[config.mk]
export PLATFORM = sky130hd
export DESIGN_NAME = syncfifo_param_flat
export DESIGN_NICKNAME = d
export VERILOG_FILES = /design/src/rtl/syncfifo_pkg.sv /design/src/rtl/syncfifo_param_if.sv /design/src/rtl/syncfifo_mem.sv /design/src/rtl/syncfifo_param.sv /design/src/flat_wrapper.sv
export SDC_FILE = /design/constraint.sdc
export NUM_CORES = 1
export LEC_CHECK = 0
export CELL_PAD_IN_SITES_DETAIL_PLACEMENT = 0
export CELL_PAD_IN_SITES_GLOBAL_PLACEMENT = 1
export CORE_ASPECT_RATIO = 0.5
export CORE_UTILIZATION = 30
export DETAILED_ROUTE_END_ITERATION = 8
export PLACE_DENSITY = 0.58
export REMOVE_ABC_BUFFERS = 1
export SLEW_MARGIN = 10
export SYNTH_ARGS = -nofsm -noshare
export SYNTH_HDL_FRONTEND = slang
export SYNTH_SLANG_ARGS = --single-unit
[constraint.sdc]
create_clock -name clock -period 4.91 [get_ports clock]
set_input_delay 0.982 -clock clock [delete_from_list [all_inputs] [get_ports clock]]
set_output_delay 0.982 -clock clock [all_outputs]
set_load 0.01 [all_outputs]
[src/rtl/syncfifo_pkg.sv]
// Shared definitions for the parametrised synchronous FIFO and its benches.
package syncfifo_pkg;

    // Default geometry shared by the FIFO benches and the interface.
    localparam int DEF_WIDTH = 8;
    localparam int DEF_DEPTH = 8;

    // Ceiling log2, usable in constant expressions (clog2(1) = 0).
    function automatic int clog2(input int value);
        int result;
        result = 0;
        for (int i = 0; i < 31; i++) begin
            if ((1 << i) < value) begin
                result = i + 1;
            end
        end
        return result;
    endfunction

endpackage

[src/rtl/syncfifo_param_if.sv]
// Producer/consumer side bus of the parametrised synchronous FIFO.
interface syncfifo_param_if
    import syncfifo_pkg::*;
#(
    parameter int WIDTH = DEF_WIDTH,
    parameter int DEPTH = DEF_DEPTH
);
    localparam int CW = clog2(DEPTH) + 1;

    logic             wn;
    logic             rn;
    logic [WIDTH-1:0] DATAIN;
    logic [WIDTH-1:0] DATAOUT;
    logic             full;
    logic             empty;
    logic             almost_full;
    logic             almost_empty;
    logic [CW-1:0]    count;
    logic             overflow;
    logic             underflow;

    // FIFO side: receives requests, drives data and status.
    modport slave (
        input  wn, rn, DATAIN,
        output DATAOUT, full, empty, almost_full, almost_empty, count,
               overflow, underflow
    );

    // Client side: issues requests, observes data and status.
    modport master (
        output wn, rn, DATAIN,
        input  DATAOUT, full, empty, almost_full, almost_empty, count,
               overflow, underflow
    );

endinterface

[src/rtl/syncfifo_mem.sv]
// WIDTH x DEPTH FIFO storage: one synchronous write port and a read port
// that is registered (FWFT=0) or asynchronous (FWFT=1).
module syncfifo_mem
    import syncfifo_pkg::*;
#(
    parameter int WIDTH = DEF_WIDTH,
    parameter int DEPTH = DEF_DEPTH,
    parameter int FWFT  = 0,
    localparam int AW   = clog2(DEPTH)
) (
    input  logic             clk_i,
    input  logic             rst_i,
    input  logic             we_i,
    input  logic [AW-1:0]    waddr_i,
    input  logic [WIDTH-1:0] wdata_i,
    input  logic             re_i,
    input  logic [AW-1:0]    raddr_i,
    output logic [WIDTH-1:0] rdata_o
);

    logic [WIDTH-1:0] mem_q [DEPTH];

    // Store an accepted write word; storage itself is never cleared.
    always_ff @(posedge clk_i) begin
        if (we_i) begin
            mem_q[waddr_i] <= wdata_i;
        end
    end

    generate
        if (FWFT != 0) begin : g_async_rd
            // Head entry is presented directly; pop and reset act on pointers only.
            logic unused_rd_ctrl;
            assign unused_rd_ctrl = rst_i ^ re_i;
            assign rdata_o        = mem_q[raddr_i];
        end else begin : g_reg_rd
            logic [WIDTH-1:0] rdata_q;
            // Load the head word on an accepted read, otherwise hold the last word.
            always_ff @(posedge clk_i) begin
                if (rst_i) begin
                    rdata_q <= '0;
                end else if (re_i) begin
                    rdata_q <= mem_q[raddr_i];
                end
            end
            assign rdata_o = rdata_q;
        end
    endgenerate

endmodule

[src/rtl/syncfifo_param.sv]
// Parametrised single-clock FIFO with occupancy count, almost flags,
// overflow/underflow pulses and optional first-word-fall-through reads.
module syncfifo_param
    import syncfifo_pkg::*;
#(
    parameter int WIDTH    = DEF_WIDTH,
    parameter int DEPTH    = DEF_DEPTH,
    parameter int AF_LEVEL = DEPTH - 1,
    parameter int AE_LEVEL = 1,
    parameter int FWFT     = 0
) (
    input logic             clock,
    input logic             reset,
    syncfifo_param_if.slave bus
);

    localparam int AW = clog2(DEPTH);
    localparam int CW = AW + 1;
    localparam logic [CW-1:0] PTR_ONE = {{AW{1'b0}}, 1'b1};
    localparam logic [CW-1:0] AF_C    = CW'(AF_LEVEL);
    localparam logic [CW-1:0] AE_C    = CW'(AE_LEVEL);

    // Pointers carry an extra wrap bit so full and empty are distinguishable.
    logic [CW-1:0]    wr_ptr_q, wr_ptr_d;
    logic [CW-1:0]    rd_ptr_q, rd_ptr_d;
    logic             overflow_q, overflow_d;
    logic             underflow_q, underflow_d;
    logic             full_w, empty_w;
    logic             rd_ok, wr_ok;
    logic [CW-1:0]    count_w;
    logic [WIDTH-1:0] rdata_w;

    assign empty_w = (wr_ptr_q == rd_ptr_q);
    assign full_w  = (wr_ptr_q[AW-1:0] == rd_ptr_q[AW-1:0]) &&
                     (wr_ptr_q[AW] != rd_ptr_q[AW]);
    assign count_w = wr_ptr_q - rd_ptr_q;

    // A read needs data present; a write into a full FIFO is allowed only
    // when a read frees the slot on the same edge.
    assign rd_ok = bus.rn & ~empty_w;
    assign wr_ok = bus.wn & (~full_w | rd_ok);

    // Next-state pointers and error pulses from the pre-edge state.
    always_comb begin
        wr_ptr_d    = wr_ptr_q;
        rd_ptr_d    = rd_ptr_q;
        overflow_d  = bus.wn & ~wr_ok;
        underflow_d = bus.rn & ~rd_ok;
        if (wr_ok) begin
            wr_ptr_d = wr_ptr_q + PTR_ONE;
        end
        if (rd_ok) begin
            rd_ptr_d = rd_ptr_q + PTR_ONE;
        end
    end

    // Pointer and error-pulse registers; reset overrides any request.
    always_ff @(posedge clock) begin
        if (reset) begin
            wr_ptr_q    <= '0;
            rd_ptr_q    <= '0;
            overflow_q  <= 1'b0;
            underflow_q <= 1'b0;
        end else begin
            wr_ptr_q    <= wr_ptr_d;
            rd_ptr_q    <= rd_ptr_d;
            overflow_q  <= overflow_d;
            underflow_q <= underflow_d;
        end
    end

    syncfifo_mem #(
        .WIDTH (WIDTH),
        .DEPTH (DEPTH),
        .FWFT  (FWFT)
    ) u_mem (
        .clk_i   (clock),
        .rst_i   (reset),
        .we_i    (wr_ok & ~reset),
        .waddr_i (wr_ptr_q[AW-1:0]),
        .wdata_i (bus.DATAIN),
        .re_i    (rd_ok & ~reset),
        .raddr_i (rd_ptr_q[AW-1:0]),
        .rdata_o (rdata_w)
    );

    // In fall-through mode an empty FIFO shows zero rather than stale storage.
    assign bus.DATAOUT      = ((FWFT != 0) && empty_w) ? '0 : rdata_w;
    assign bus.full         = full_w;
    assign bus.empty        = empty_w;
    assign bus.count        = count_w;
    assign bus.almost_full  = (count_w >= AF_C);
    assign bus.almost_empty = (count_w <= AE_C);
    assign bus.overflow     = overflow_q;
    assign bus.underflow    = underflow_q;

endmodule

[src/flat_wrapper.sv]
// flat-port wrapper written by rule: the top's interface ports become plain ports
module syncfifo_param_flat import syncfifo_pkg::*;
#(
    parameter int WIDTH    = DEF_WIDTH,
    parameter int DEPTH    = DEF_DEPTH,
    parameter int AF_LEVEL = DEPTH - 1,
    parameter int AE_LEVEL = 1,
    parameter int FWFT     = 0
)
  (clock, reset, bus_wn, bus_rn, bus_DATAIN, bus_DATAOUT, bus_full, bus_empty, bus_almost_full, bus_almost_empty, bus_count, bus_overflow, bus_underflow);
  syncfifo_param_if #(.WIDTH(WIDTH), .DEPTH(DEPTH)) bus_i ();
  input logic clock;
  input logic reset;
  input wire logic [$bits(bus_i.wn)-1:0] bus_wn;
  input wire logic [$bits(bus_i.rn)-1:0] bus_rn;
  input wire logic [$bits(bus_i.DATAIN)-1:0] bus_DATAIN;
  output wire logic [$bits(bus_i.DATAOUT)-1:0] bus_DATAOUT;
  output wire logic [$bits(bus_i.full)-1:0] bus_full;
  output wire logic [$bits(bus_i.empty)-1:0] bus_empty;
  output wire logic [$bits(bus_i.almost_full)-1:0] bus_almost_full;
  output wire logic [$bits(bus_i.almost_empty)-1:0] bus_almost_empty;
  output wire logic [$bits(bus_i.count)-1:0] bus_count;
  output wire logic [$bits(bus_i.overflow)-1:0] bus_overflow;
  output wire logic [$bits(bus_i.underflow)-1:0] bus_underflow;
  assign bus_i.wn = bus_wn;
  assign bus_i.rn = bus_rn;
  assign bus_i.DATAIN = bus_DATAIN;
  assign bus_DATAOUT = bus_i.DATAOUT;
  assign bus_full = bus_i.full;
  assign bus_empty = bus_i.empty;
  assign bus_almost_full = bus_i.almost_full;
  assign bus_almost_empty = bus_i.almost_empty;
  assign bus_count = bus_i.count;
  assign bus_overflow = bus_i.overflow;
  assign bus_underflow = bus_i.underflow;
  syncfifo_param #(.WIDTH(WIDTH), .DEPTH(DEPTH), .AF_LEVEL(AF_LEVEL), .AE_LEVEL(AE_LEVEL), .FWFT(FWFT)) u_core (.clock(clock), .reset(reset), .bus(bus_i));
endmodule
# == After elaboration in Yosys (flattened, before gate mapping) ==
# Memories as Yosys holds them, arrays and structs flattened. A register that Yosys moved wholly into a read port is not among the register bits.
# Index checks and enable logic that the tools add are counted.
# word_totals
reg_bits,10
ram_bits,64
in_bits,12
out_inout_bits,18
n_memories,1
# classes
add_sub_neg,3
n_lt_le_gt_ge,2
n_eq_ne,3
n_mux,2
n_bitwise,12
reduce_logical,1
# mem_list
memory,depth,word_bits,rd,rd_ports_with_merged_regs,write_ports,line_no,rtl
u_core.u_mem.mem_q,8,8,1,1,1,syncfifo_mem.sv:21,logic [WIDTH-1:0] mem_q [DEPTH];
# op_table
op,n
$add A4 B1 Y4 const B,2
$and A1 B1 Y1,6
$not A1 Y1,5
$eq A4 B4 Y1,1
$ge A4 B3 Y1 const B,1
$le A4 B1 Y1 const B,1
$sub A4 B4 Y4,1
$eq A3 B3 Y1,1
$mux W1,2
$logic_and A1 B1 Y1,1
$ne A1 B1 Y1,1
$or A1 B1 Y1,1

# == Longest topological paths before layout ==
# Gate-level depths: netlist (run 1).
# depth
depth_word,8
mapped_depth,10

# == By module ==
# A second synthesis (run 1) with hierarchy kept.
# hier_totals
cells_unflattened,239
hier_area_um2,3473.3
# modules_own_cells
mod,n_inst,cells_per_inst,area_per_inst_um2,seq_area_each_um2
syncfifo_mem,1,162,2812.7,2082.0
syncfifo_param,1,77,660.6,200.2

# == Worst setup path before layout (run 1) ==
# OpenSTA, ideal clock, no wires.
# synth_path
path_kind,register to output
startpoint,reg u_core.rd_ptr_q[1]
endpoint,out bus_almost_empty
arrival_ns,1.887
required_ns,3.928
setup_slack_ns,2.041
path_stages_with_launch,9
path_cell_list,dfxtp_1 -> buf_4 -> buf_6 -> inv_1 -> ha_1 -> nor2b_1 -> o21ai_0 -> nand3_1 -> a211oi_1
# synth_between
elab_chain_cells,2
# synth_lines
element,line_no,rtl
"start, declared",syncfifo_param.sv:25,"logic [CW-1:0] rd_ptr_q, rd_ptr_d;"
"start signal, assigned",syncfifo_param.sv:66,rd_ptr_q <= rd_ptr_d;
$sub A4 B4 Y4,syncfifo_param.sv:36,assign count_w = wr_ptr_q - rd_ptr_q;
$le A4 B1 Y1,syncfifo_param.sv:93,assign bus.almost_empty = (count_w <= AE_C);
"end, declared",flat_wrapper.sv:21,output wire logic [$bits(bus_i.almost_empty)-1:0] bus_almost_empty;
# Every way passes these cells.

# == Final worst setup path (run 1) ==
# layout_path
startpoint,reg u_core.rd_ptr_q[0]
endpoint,out bus_almost_full
# layout_between
elab_chain_cells,2
# layout_lines
element,line_no,rtl
$sub A4 B4 Y4,syncfifo_param.sv:36,
$ge A4 B3 Y1,syncfifo_param.sv:92,assign bus.almost_full = (count_w >= AF_C);
"end, declared",flat_wrapper.sv:20,output wire logic [$bits(bus_i.almost_full)-1:0] bus_almost_full;
# Every way passes these cells.

==> parameters.txt, run 1 <==
Parameter                              Value

Worst setup path
  CP Capture Type ... output port
  Crit Path Class ... reg2out
  Worst path buffer plus inverter count ... 2
  Highest fanout seen on the critical path ... 12
  Cell Chain, Critical Path ... ha_1, fa_1, inv_1, a32o_1, clkdlybuf4s50_1
  Signal arrival time at the worst endpoint ... 2.67 ns
  Worst Reg-to-Reg Cells ... 5
  CP Depth ... 5
  Family with the most delay on the worst path ... flip-flops
  Critical path required time ... 3.93 ns
  Longest individual stage delay on the worst path ... 0.80 ns
  Critical path launch point type ... flop
  Highest-delay cell along the critical path ... sky130_fd_sc_hd__dfxtp_1

Floorplanning
  Die Span Y ... 76.8 um
  CORE AREA ... 10500 um2
  Overall die area ... 11600 um2
  I/O pin count ... 30
  Horizontal extent of the die ... 152 um
  Site row count ... 26
  Starting utilization of the core area ... 0.318

Clocking
  Clk sinks ... 82
  TritonCTS clock tree ... done
  Worst-Skew Late Latency ... 0.33 ns
  Register clock-pin slew on the reported worst setup and hold paths ... 0.06 ns
  Clock Tree Buf Depth ... 2
  TritonCTS Buffers ... 9
  Quantity of hold-fixing buffers added after cts ... 0
  Post-CTS setup buffer count ... 0
  Post-cts resize count ... 0
  Number of H-tree branching levels ... 3
  Library cell used as clock root buffer ... sky130_fd_sc_hd__clkbuf_16

Timing
  Post-route clock skew ... 0.00811 ns
  Count of final max-slew check failures ... 0
  Sum of negative setup slack ... 0 ns
  Number of hold violations in the final report ... 0
  Endpoints failing setup ... 0
  Setup repair after global routing missed its margin ... false
  Worst relative slew slack ... 0.432
  Shortest clock period the worst path allows after layout ... 3.66 ns
  Timing-limited maximum frequency ... 0.274 GHz
  Portion of the clock cycle consumed by the worst path in the final layout ... 0.745
  Measured slew at the worst slew-check pin ... 0.849 ns

Global route
  Maximum number of pins on one net before global-route repair ... 22
  Total routing resource utilization after global routing ... 0.121
  Number of global-route vias before repair ... 1808
  Total gr overflow ... 0
  Global-route wire length before repair ... 10000 um
  Initial antenna violation count ... 0

Yosys
  Synthesized flop and latch total ... 82
  Area share of the largest cell type after synthesis ... 0.572
  Post-synth ARST share ... 0
  Yosys Warn Count ... 0
  Commonest cells post-synth ... sky130_fd_sc_hd__edfxtp_1, sky130_fd_sc_hd__nor2_1, sky130_fd_sc_hd__dfxtp_1, sky130_fd_sc_hd__mux4_2, sky130_fd_sc_hd__mux2i_1
  Top area cells in the synthesized netlist ... sky130_fd_sc_hd__edfxtp_1, sky130_fd_sc_hd__dfxtp_1, sky130_fd_sc_hd__mux4_2, sky130_fd_sc_hd__mux2i_1, sky130_fd_sc_hd__nor2_1
  Most common cell in the netlist ... sky130_fd_sc_hd__edfxtp_1
  Most used flip-flop cell after synthesis ... sky130_fd_sc_hd__edfxtp_1
  Number of cells produced by synthesis ... 198
  Synth Area per Inst ... 17.0 um2
  Top cell type by total area after synthesis ... sky130_fd_sc_hd__edfxtp_1
  Mapped Area ... 3360 um2
  Count of flip-flops with a built-in enable after synthesis ... 64
  Number of distinct library cells after synthesis ... 36
  Sequential-to-total area share from yosys stat ... 0.680

Route
  Iteration count of the initial detailed-routing pass ... 4
  Residual DRC count ... 0
  Wire length per cell after detailed routing ... 16.9 um
  Post-route antenna net violation count ... 0
  Total via count in the routed design ... 1782
  Aggregate routed wire length ... 6430 um
  Via density per instance ... 4.68
  Number of violations reported at the end of detailed-routing iteration 0 ... 125

Layout
  Final Instance Area ... 4060 um2
  Layout overhead on the synthesized area ... 21.1%
  Number of nets in the final layout ... 255
  Total inserted antenna cells ... 0
  Share of layout cells above drive strength 1 ... 0.174

Pwr
  Total power divided by cell area ... 415 nW/um2
  Max VDD drop ... 0.156 mV
  Cell leakage power ... 1.31 nW

Placed design
  Cell area after placement ... 3800 um2
  HPWL Detailed ... 4330 um
  Routability Congestion ... 0.679
  Port bufs ... 29

Status
  Status ... finished clean

Hold path
  Hold Path Depth ... 2
  HP Class ... reg2reg

Flow run
  Count of max-cap constraint violations ... 0
layout by cell type (no fill, tap or decap), types with 3 or more instances in the layout:
master / count
sky130_fd_sc_hd__ha_1: 5
sky130_fd_sc_hd__clkbuf_16: 9
sky130_fd_sc_hd__nor2_1: 21
sky130_fd_sc_hd__mux2i_1: 10
sky130_fd_sc_hd__buf_4: 8
sky130_fd_sc_hd__edfxtp_1: 64
sky130_fd_sc_hd__dfxtp_1: 18
sky130_fd_sc_hd__nand2_1: 3
sky130_fd_sc_hd__xnor2_1: 4
sky130_fd_sc_hd__a211oi_1: 8
sky130_fd_sc_hd__nand3_1: 3
sky130_fd_sc_hd__clkdlybuf4s50_1: 29
sky130_fd_sc_hd__o21ai_0: 3
sky130_fd_sc_hd__or3_1: 3
sky130_fd_sc_hd__mux4_2: 16
sky130_fd_sc_hd__inv_1: 9
tightest hold or removal path, cell delays in order, from the launching register on:
cell and delay [ns]:
sky130_fd_sc_hd__dfxtp_1 0.31, sky130_fd_sc_hd__nor2_1 0.10, sky130_fd_sc_hd__a211oi_1 0.05
per-layer routing:
metal	vias to the layer above	global-route usage	part of all wire
li1	845	-	-
met1	886	0.163	0.48
met2	41	0.182	0.45
met3	10	0.0351	0.055
met4	0	0.0505	0.015
met5	-	0	0
cells by family after synthesis:
group / share of synthesized area
buffers and inverters: 0.0339
DFF: 0.680
AOI/OAI and AO/OA: 0.0477
muxes: 0.137
adders and majority gates: 0.0246
and+or+nand+nor: 0.0563
xor gates and xnor gates: 0.0205
stage by stage:
step	instances	total power [W]	utilization	setup WS [ns]	hold WS, ns
global placement	366	0.00112	0.361	1.50	0.492
finish	381	0.00169	0.386	1.25	0.505
global route	381	0.00177	0.386	1.05	0.531
CTS	381	0.00171	0.386	1.21	0.514
floorplan	189	0.000979	-	1.74	0.486
detailed placement	366	0.00112	0.361	1.42	0.500
sequential cells by signal, indices dropped and copies added, names as in the netlist:
name	count
u_core.u_mem.mem_q	64
u_core.bus.overflow	1
u_core.bus.underflow	1
u_core.rd_ptr_q	4
u_core.u_mem.rdata_o	8
u_core.wr_ptr_q	4
cell type report:
| type | instances | area (um2) |
|---|---|---|
| clock buffer | 10 | 229 |
| tap | 140 | 175 |
| clock inverter | 5 | 32.5 |
| inverter | 9 | 33.8 |
| fill | 990 | 6480 |
| timing repair buffer | 37 | 350 |
| multi-input combinational | 98 | 961 |
| sequential | 82 | 2280 |
worst paths after layout:
| check | slack (ns) | end | start |
|---|---|---|---|
| hold reg to reg | 0.50 | u_core.u_mem.rdata_o[7] | u_core.u_mem.rdata_o[7] |
| setup reg to reg | 1.90 | u_core.u_mem.mem_q[6][6] | u_core.rd_ptr_q[0] |
| hold / removal | 0.50 | u_core.u_mem.rdata_o[7] | u_core.u_mem.rdata_o[7] |
| setup / recovery | 1.25 | bus_almost_full | u_core.rd_ptr_q[0] |
power by group:
group	switching, W	leakage, nW	internal (W)	total [W]
clock network	0.000246	0.124	0.000337	0.000584
registers	0.0000293	0.725	0.000778	0.000807
logic	0.000138	0.459	0.000159	0.000297
Note: power is estimated with default switching activity, not from simulation.
==> run 2: changes to the inputs <==
--- a/config.mk
+++ b/config.mk
@@ -10,7 +10,7 @@
 export CORE_ASPECT_RATIO = 0.5
 export CORE_UTILIZATION = 30
 export DETAILED_ROUTE_END_ITERATION = 8
-export PLACE_DENSITY = 0.58
+export PLACE_DENSITY = 0.6
 export REMOVE_ABC_BUFFERS = 1
 export SLEW_MARGIN = 10
 export SYNTH_ARGS = -nofsm -noshare
==> constraint.sdc (replaced) <==
create_clock -name clock -period 3.3 [get_ports clock]
set_input_delay 0.66 -clock clock [delete_from_list [all_inputs] [get_ports clock]]
set_output_delay 0.66 -clock clock [all_outputs]
set_load 0.01 [all_outputs]
==> parameters.txt, run 2 (same netlist as run 1, synthesis figures left out) <==
Parameter                              Value

Timing
  Portion of the clock cycle consumed by the worst path in the final layout ... 0.942
  Setup repair after global routing missed its margin ... false
  Endpoints failing setup ... 0 (unchanged)
  Count of final max-slew check failures ... 0 (unchanged)
  Timing-limited maximum frequency ... 0.322 GHz
  Worst relative slew slack ... 0.674 (+0.242)
  Worst Hold Margin ... 0.501 ns (-0.00425 ns)
  Measured slew at the worst slew-check pin ... 0.488 ns (-0.361 ns)
  Number of hold violations in the final report ... 0 (unchanged)
  Sum of negative setup slack ... 0 ns (unchanged)
  Post-route clock skew ... 0.00477 ns (-0.00334 ns)
  Shortest clock period the worst path allows after layout ... 3.11 ns

Worst setup path
  Signal arrival time at the worst endpoint ... 2.45 ns (-0.22 ns)
  Highest fanout seen on the critical path ... 7 (-5)
  Critical path required time ... 2.64 ns (-1.29 ns)
  Worst r2r src ... u_core.wr_ptr_q[0]
  Crit Path Class ... reg2out
  Cell Chain, Critical Path ... inv_1, ha_1, fa_1, xor2_1, inv_1, a211oi_1, clkdlybuf4s50_1
  CP Capture Type ... output port
  Highest-delay cell along the critical path ... sky130_fd_sc_hd__clkdlybuf4s50_1
  Most repeated library cell on the critical path ... sky130_fd_sc_hd__inv_1
  Longest individual stage delay on the worst path ... 0.56 ns (-0.24 ns)
  Critical path origin ... u_core.wr_ptr_q[0]
  Critical path launch point type ... flop

Clocking
  Worst-Skew Late Latency ... 0.33 ns (about the same)
  Register clock-pin slew on the reported worst setup and hold paths ... 0.06 ns (about the same)
  TritonCTS clock tree ... done
  Library cell used as clock root buffer ... sky130_fd_sc_hd__clkbuf_16
  Number of H-tree branching levels ... 3 (unchanged)
  Clk sinks ... 82 (unchanged)
  Quantity of hold-fixing buffers added after cts ... 0 (unchanged)
  TritonCTS Buffers ... 9 (unchanged)
  Clock Tree Buf Depth ... 2 (unchanged)

Floorplanning
  CORE AREA ... 10500 um2 (unchanged)
  Overall die area ... 11600 um2 (unchanged)
  Horizontal extent of the die ... 152 um (unchanged)
  Starting utilization of the core area ... 0.318 (unchanged)
  Die Span Y ... 76.8 um (unchanged)
  I/O pin count ... 30 (unchanged)
  Site row count ... 26 (unchanged)

Placed design
  Routability Congestion ... 0.750 (+11%)
  Cell area after placement ... 3840 um2 (+0.99%)
  Port bufs ... 29 (unchanged)
  HPWL Detailed ... 4230 um (-2.3%)

Route
  Iteration count of the initial detailed-routing pass ... 4 (unchanged)
  Post-route antenna net violation count ... 0 (unchanged)
  Aggregate routed wire length ... 6340 um (-1.5%)
  Number of violations reported at the end of detailed-routing iteration 0 ... 120 (-4.0%)
  Residual DRC count ... 0 (unchanged)
  Total via count in the routed design ... 1820 (+2.1%)
  Via density per instance ... 4.70 (+0.55%)
  Wire length per cell after detailed routing ... 16.4 um (-3.0%)

Pwr
  Total power divided by cell area ... 641 nW/um2 (+54%)
  Max VDD drop ... 0.219 mV (+40%)
  Cell leakage power ... 1.36 nW (+4.0%)

Layout
  Number of nets in the final layout ... 260 (+2.0%)
  Area taken by multi-input logic gates ... 961 um2 (unchanged)
  Commonest non-fill, non-tap cell in the layout ... sky130_fd_sc_hd__edfxtp_1
  Register with the most flip-flops ... u_core.u_mem.mem_q
  Number of flip-flops under the largest register name ... 64 (unchanged)
  Sequential Area ... 2280 um2 (about the same)
  Share of layout cells above drive strength 1 ... 0.206 (+0.0322)
  Layout overhead on the synthesized area ... 23.4%
  Leading cell types in the layout, fill and taps excluded ... sky130_fd_sc_hd__edfxtp_1, sky130_fd_sc_hd__clkdlybuf4s50_1, sky130_fd_sc_hd__nor2_1
  Total inserted antenna cells ... 0 (unchanged)
  Number of fillers in the final layout ... 981 (-0.91%)
  Final Instance Area ... 4140 um2 (+1.9%)

Status
  Status ... finished clean

Global route
  Total routing resource utilization after global routing ... 0.122 (+0.000377)
  Global-route wire length before repair ... 10200 um (+1.2%)
  Total gr overflow ... 0 (unchanged)
  Number of global-route vias before repair ... 1898 (+5.0%)
  Maximum number of pins on one net before global-route repair ... 20 (-9.1%)
  Initial antenna violation count ... 0 (unchanged)

Hold path
  Hold Crit Start ... u_core.u_mem.rdata_o[3]
  HP Class ... reg2reg

Flow run
  Count of max-cap constraint violations ... 0 (unchanged)
run 2: cell types whose count changed in the layout (fill, tap and decap cells not counted), sizes merged:
cell / previous run / this run
clkinv: 4 / 2
buf: 8 / 13
inv: 9 / 12
bufinv: 0 / 1
clkinvlp: 1 / 0
run 2: cell type report:
class,instances,area share
repair buffers,42,0.0936
well taps,140,0.0423
inverters,9,0.00815
clock inverters,6,0.0175
flip-flops and latches,82,0.551
multi-input cells,98,0.232
clock buffers,10,0.0553
run 2: stage by stage:
| stage | power (W) | instances | util | worst slack (ns) |
|---|---|---|---|---|
| after detailed placement | 0.00169 | 371 | 0.364 | 0.439 |
| after global routing | 0.00277 | 387 | 0.393 | 0.00955 |
| final | 0.00266 | 387 | 0.393 | 0.192 |
| after global placement | 0.00168 | 371 | 0.364 | 0.523 |
| after floorplan | 0.00146 | 189 | - | 0.202 |
| after CTS | 0.00269 | 387 | 0.393 | 0.0735 |
run 2: final timing paths:
check        slack, ns  cells past startpoint                  endpoint
max               0.19                      7          bus_almost_empty
min               0.50                      2   u_core.u_mem.rdata_o[3]
max reg2reg       0.86                      7  u_core.u_mem.mem_q[4][7]
min reg2reg       0.50                      2   u_core.u_mem.rdata_o[3]
run 2: routing by layer:
metal / vias up / routed length (um) / part of all wire / GRT usage
li1: 852 / - / - / -
met5: - / 0 / 0 / 0
met4: 0 / 54 / 0.0085 / 0.0416
met2: 41 / 3030 / 0.48 / 0.199
met1: 921 / 3010 / 0.48 / 0.151
met3: 6 / 243 / 0.038 / 0.0399
run 2: what timing repair did:
| action | in CTS | in global routing |
|---|---|---|
| gates resized for setup | 0 | 1 |
| setup endpoints to repair | 0 | 2 |
| setup buffers | 0 | 0 |
run 2: worst max-delay path: cells and delay by family (launching register included):
family	cells	cell delay, ns
fa+ha+maj	2	0.63
flops	1	0.39
xor+xnor	1	0.14
compound gates	1	0.21
buf+inv	3	0.75
run 2: report_power, final:
group / total (W) / leakage, nW / internal [W] / switching [W]
Clock: 0.00100 / 0.149 / 0.000597 / 0.000404
Sequential: 0.00118 / 0.726 / 0.00116 / 0.0000239
Combinational: 0.000476 / 0.485 / 0.000245 / 0.000231
==> run 3: changes to the inputs <==
--- a/config.mk
+++ b/config.mk
@@ -5,14 +5,12 @@
 export SDC_FILE = /design/constraint.sdc
 export NUM_CORES = 1
 export LEC_CHECK = 0
-export CELL_PAD_IN_SITES_DETAIL_PLACEMENT = 0
-export CELL_PAD_IN_SITES_GLOBAL_PLACEMENT = 1
 export CORE_ASPECT_RATIO = 0.5
 export CORE_UTILIZATION = 30
 export DETAILED_ROUTE_END_ITERATION = 8
-export PLACE_DENSITY = 0.6
+export PLACE_DENSITY = 0.54
 export REMOVE_ABC_BUFFERS = 1
-export SLEW_MARGIN = 10
+export SLEW_MARGIN = 20
 export SYNTH_ARGS = -nofsm -noshare
 export SYNTH_HDL_FRONTEND = slang
 export SYNTH_SLANG_ARGS = --single-unit
==> parameters.txt, run 3 (same netlist as run 1, synthesis figures left out) <==
Parameter                              Value

Status
  Status ... finished clean

Layout
  Number of nets in the final layout ... 261 (+0.38%)
  Number of fillers in the final layout ... 972 (-0.92%)
  Register with the most flip-flops ... u_core.u_mem.mem_q
  Sequential Area ... 2280 um2 (unchanged)
  Layout overhead on the synthesized area ... 24.1%
  Number of flip-flops under the largest register name ... 64 (unchanged)
  Area taken by multi-input logic gates ... 961 um2 (unchanged)
  Total inserted antenna cells ... 0 (unchanged)
  Commonest non-fill, non-tap cell in the layout ... sky130_fd_sc_hd__edfxtp_1
  Share of layout cells above drive strength 1 ... 0.206 (-0.000833)
  Leading cell types in the layout, fill and taps excluded ... sky130_fd_sc_hd__edfxtp_1, sky130_fd_sc_hd__clkdlybuf4s50_1, sky130_fd_sc_hd__nor2_1

Floorplanning
  Horizontal extent of the die ... 152 um (unchanged)
  CORE AREA ... 10500 um2 (unchanged)
  Overall die area ... 11600 um2 (unchanged)
  Die Span Y ... 76.8 um (unchanged)
  I/O pin count ... 30 (unchanged)
  Site row count ... 26 (unchanged)
  Starting utilization of the core area ... 0.318 (unchanged)

Timing
  Setup repair after global routing missed its margin ... false
  Portion of the clock cycle consumed by the worst path in the final layout ... 0.948 (+0.00656)
  Sum of negative setup slack ... 0 ns (unchanged)
  Worst relative slew slack ... 0.704 (+0.0302)
  Setup WS post-layout ... 0.170 ns (-0.0216 ns)
  Shortest clock period the worst path allows after layout ... 3.13 ns (+0.0216 ns)
  Count of final max-slew check failures ... 0 (unchanged)
  Timing-limited maximum frequency ... 0.319 GHz (-0.69%)
  Endpoints failing setup ... 0 (unchanged)
  Number of hold violations in the final report ... 0 (unchanged)
  Measured slew at the worst slew-check pin ... 0.444 ns (-0.0438 ns)
  Post-route clock skew ... 0.00458 ns (-0.000195 ns)

Worst setup path
  Critical path launch point type ... flop
  Critical path required time ... 2.64 ns (about the same)
  CP Capture Type ... output port
  Worst r2r src ... u_core.wr_ptr_q[0]
  Highest fanout seen on the critical path ... 7 (unchanged)
  Crit Path Class ... reg2out
  Critical path origin ... u_core.wr_ptr_q[0]
  Signal arrival time at the worst endpoint ... 2.47 ns (+0.02 ns)

Pwr
  Final total power ... 0.00271 W (+1.9%)
  Cell leakage power ... 1.37 nW (+0.45%)
  Max VDD drop ... 0.245 mV (+12%)
  Total power divided by cell area ... 650 nW/um2 (+1.3%)

Clocking
  Clk sinks ... 82 (unchanged)
  Clock Tree Buf Depth ... 2 (unchanged)
  Worst-Skew Late Latency ... 0.33 ns (about the same)
  TritonCTS Buffers ... 9 (unchanged)
  TritonCTS clock tree ... done
  Library cell used as clock root buffer ... sky130_fd_sc_hd__clkbuf_16
  Quantity of hold-fixing buffers added after cts ... 0 (unchanged)
  Number of H-tree branching levels ... 3 (unchanged)
  Register clock-pin slew on the reported worst setup and hold paths ... 0.06 ns (about the same)

Global route
  Total routing resource utilization after global routing ... 0.122 (+0.000728)
  Total gr overflow ... 0 (unchanged)
  Global-route wire length before repair ... 9940 um (-2.2%)
  Initial antenna violation count ... 0 (unchanged)
  Number of global-route vias before repair ... 1877 (-1.1%)
  Maximum number of pins on one net before global-route repair ... 20 (unchanged)

Route
  Via density per instance ... 4.73 (+0.62%)
  Residual DRC count ... 0 (unchanged)
  Post-route antenna net violation count ... 0 (unchanged)
  Total via count in the routed design ... 1836 (+0.88%)
  Number of violations reported at the end of detailed-routing iteration 0 ... 124 (+3.3%)
  Iteration count of the initial detailed-routing pass ... 4 (unchanged)
  Aggregate routed wire length ... 6470 um (+2.1%)
  Wire length per cell after detailed routing ... 16.7 um (+1.8%)

Placed design
  HPWL Detailed ... 4300 um (+1.6%)
  Routability Congestion ... 0.773 (+3.1%)
  Port bufs ... 29 (unchanged)
  Place WS ... 0.417 ns (-0.0217 ns)

Flow run
  Count of max-cap constraint violations ... 0 (unchanged)

Hold path
  Hold Crit Start ... u_core.u_mem.rdata_o[7]
  HP Class ... reg2reg
## run 3: changes by cell type in the layout (fill, tap and decap cells not counted), sizes merged
| cell | delta |
|---|---|
| inv | -2 |
| buf | +1 |
| bufinv | +1 |
| clkinvlp | +1 |
## run 3: cell type report
cell class,count,share of cell area
sequential,82,0.548
multi-input combinational,98,0.231
timing repair buffer,43,0.0949
clock buffer,10,0.0550
tap,140,0.0420
clock inverter,6,0.0213
inverter,9,0.00811
## run 3: worst paths after layout
kind / to / slack (ns) / depth (start not counted)
min reg2reg: u_core.u_mem.rdata_o[7] / 0.50 / 2
max: bus_almost_empty / 0.17 / 7
min: u_core.u_mem.rdata_o[7] / 0.50 / 2
max reg2reg: u_core.u_mem.mem_q[4][0] / 0.91 / 7
## run 3: worst max-delay path, stage by stage (launching register included)
cell and delay [ns]:
sky130_fd_sc_hd__dfxtp_2 0.38, sky130_fd_sc_hd__inv_1 0.10, sky130_fd_sc_hd__ha_1 0.23, sky130_fd_sc_hd__fa_1 0.39
sky130_fd_sc_hd__xor2_1 0.14, sky130_fd_sc_hd__inv_1 0.08, sky130_fd_sc_hd__a211oi_1 0.24, sky130_fd_sc_hd__clkdlybuf4s50_1 0.58
## run 3: metal layers
layer | part of all wire | track usage | vias to the layer above
li1 | - | - | 855
met1 | 0.41 | 0.141 | 942
met2 | 0.52 | 0.207 | 33
met3 | 0.056 | 0.0470 | 6
met4 | 0.011 | 0.0416 | 0
met5 | 0 | 0 | -
## run 3: through the flow
step                std cells  utilization  area [um2]  hold WS (ns)
finish                    388        0.395        4170         0.499
floorplan                 189            -        3280         0.486
global placement          372        0.365        3850         0.486
detailed placement        372        0.365        3850         0.493
CTS                       388        0.395        4170         0.501
global route              388        0.395        4170         0.518
## run 3: where the power goes
part           switching (W)  leakage (nW)  internal [W]
logic               0.000235         0.490      0.000246
clock network       0.000382         0.151      0.000663
registers          0.0000238         0.726       0.00116
## run 3: repair_timing
item                       4_1_cts  5_1_grt
buffers inserted                 0        0
setup endpoints to repair        0        2
resized for setup                0        1
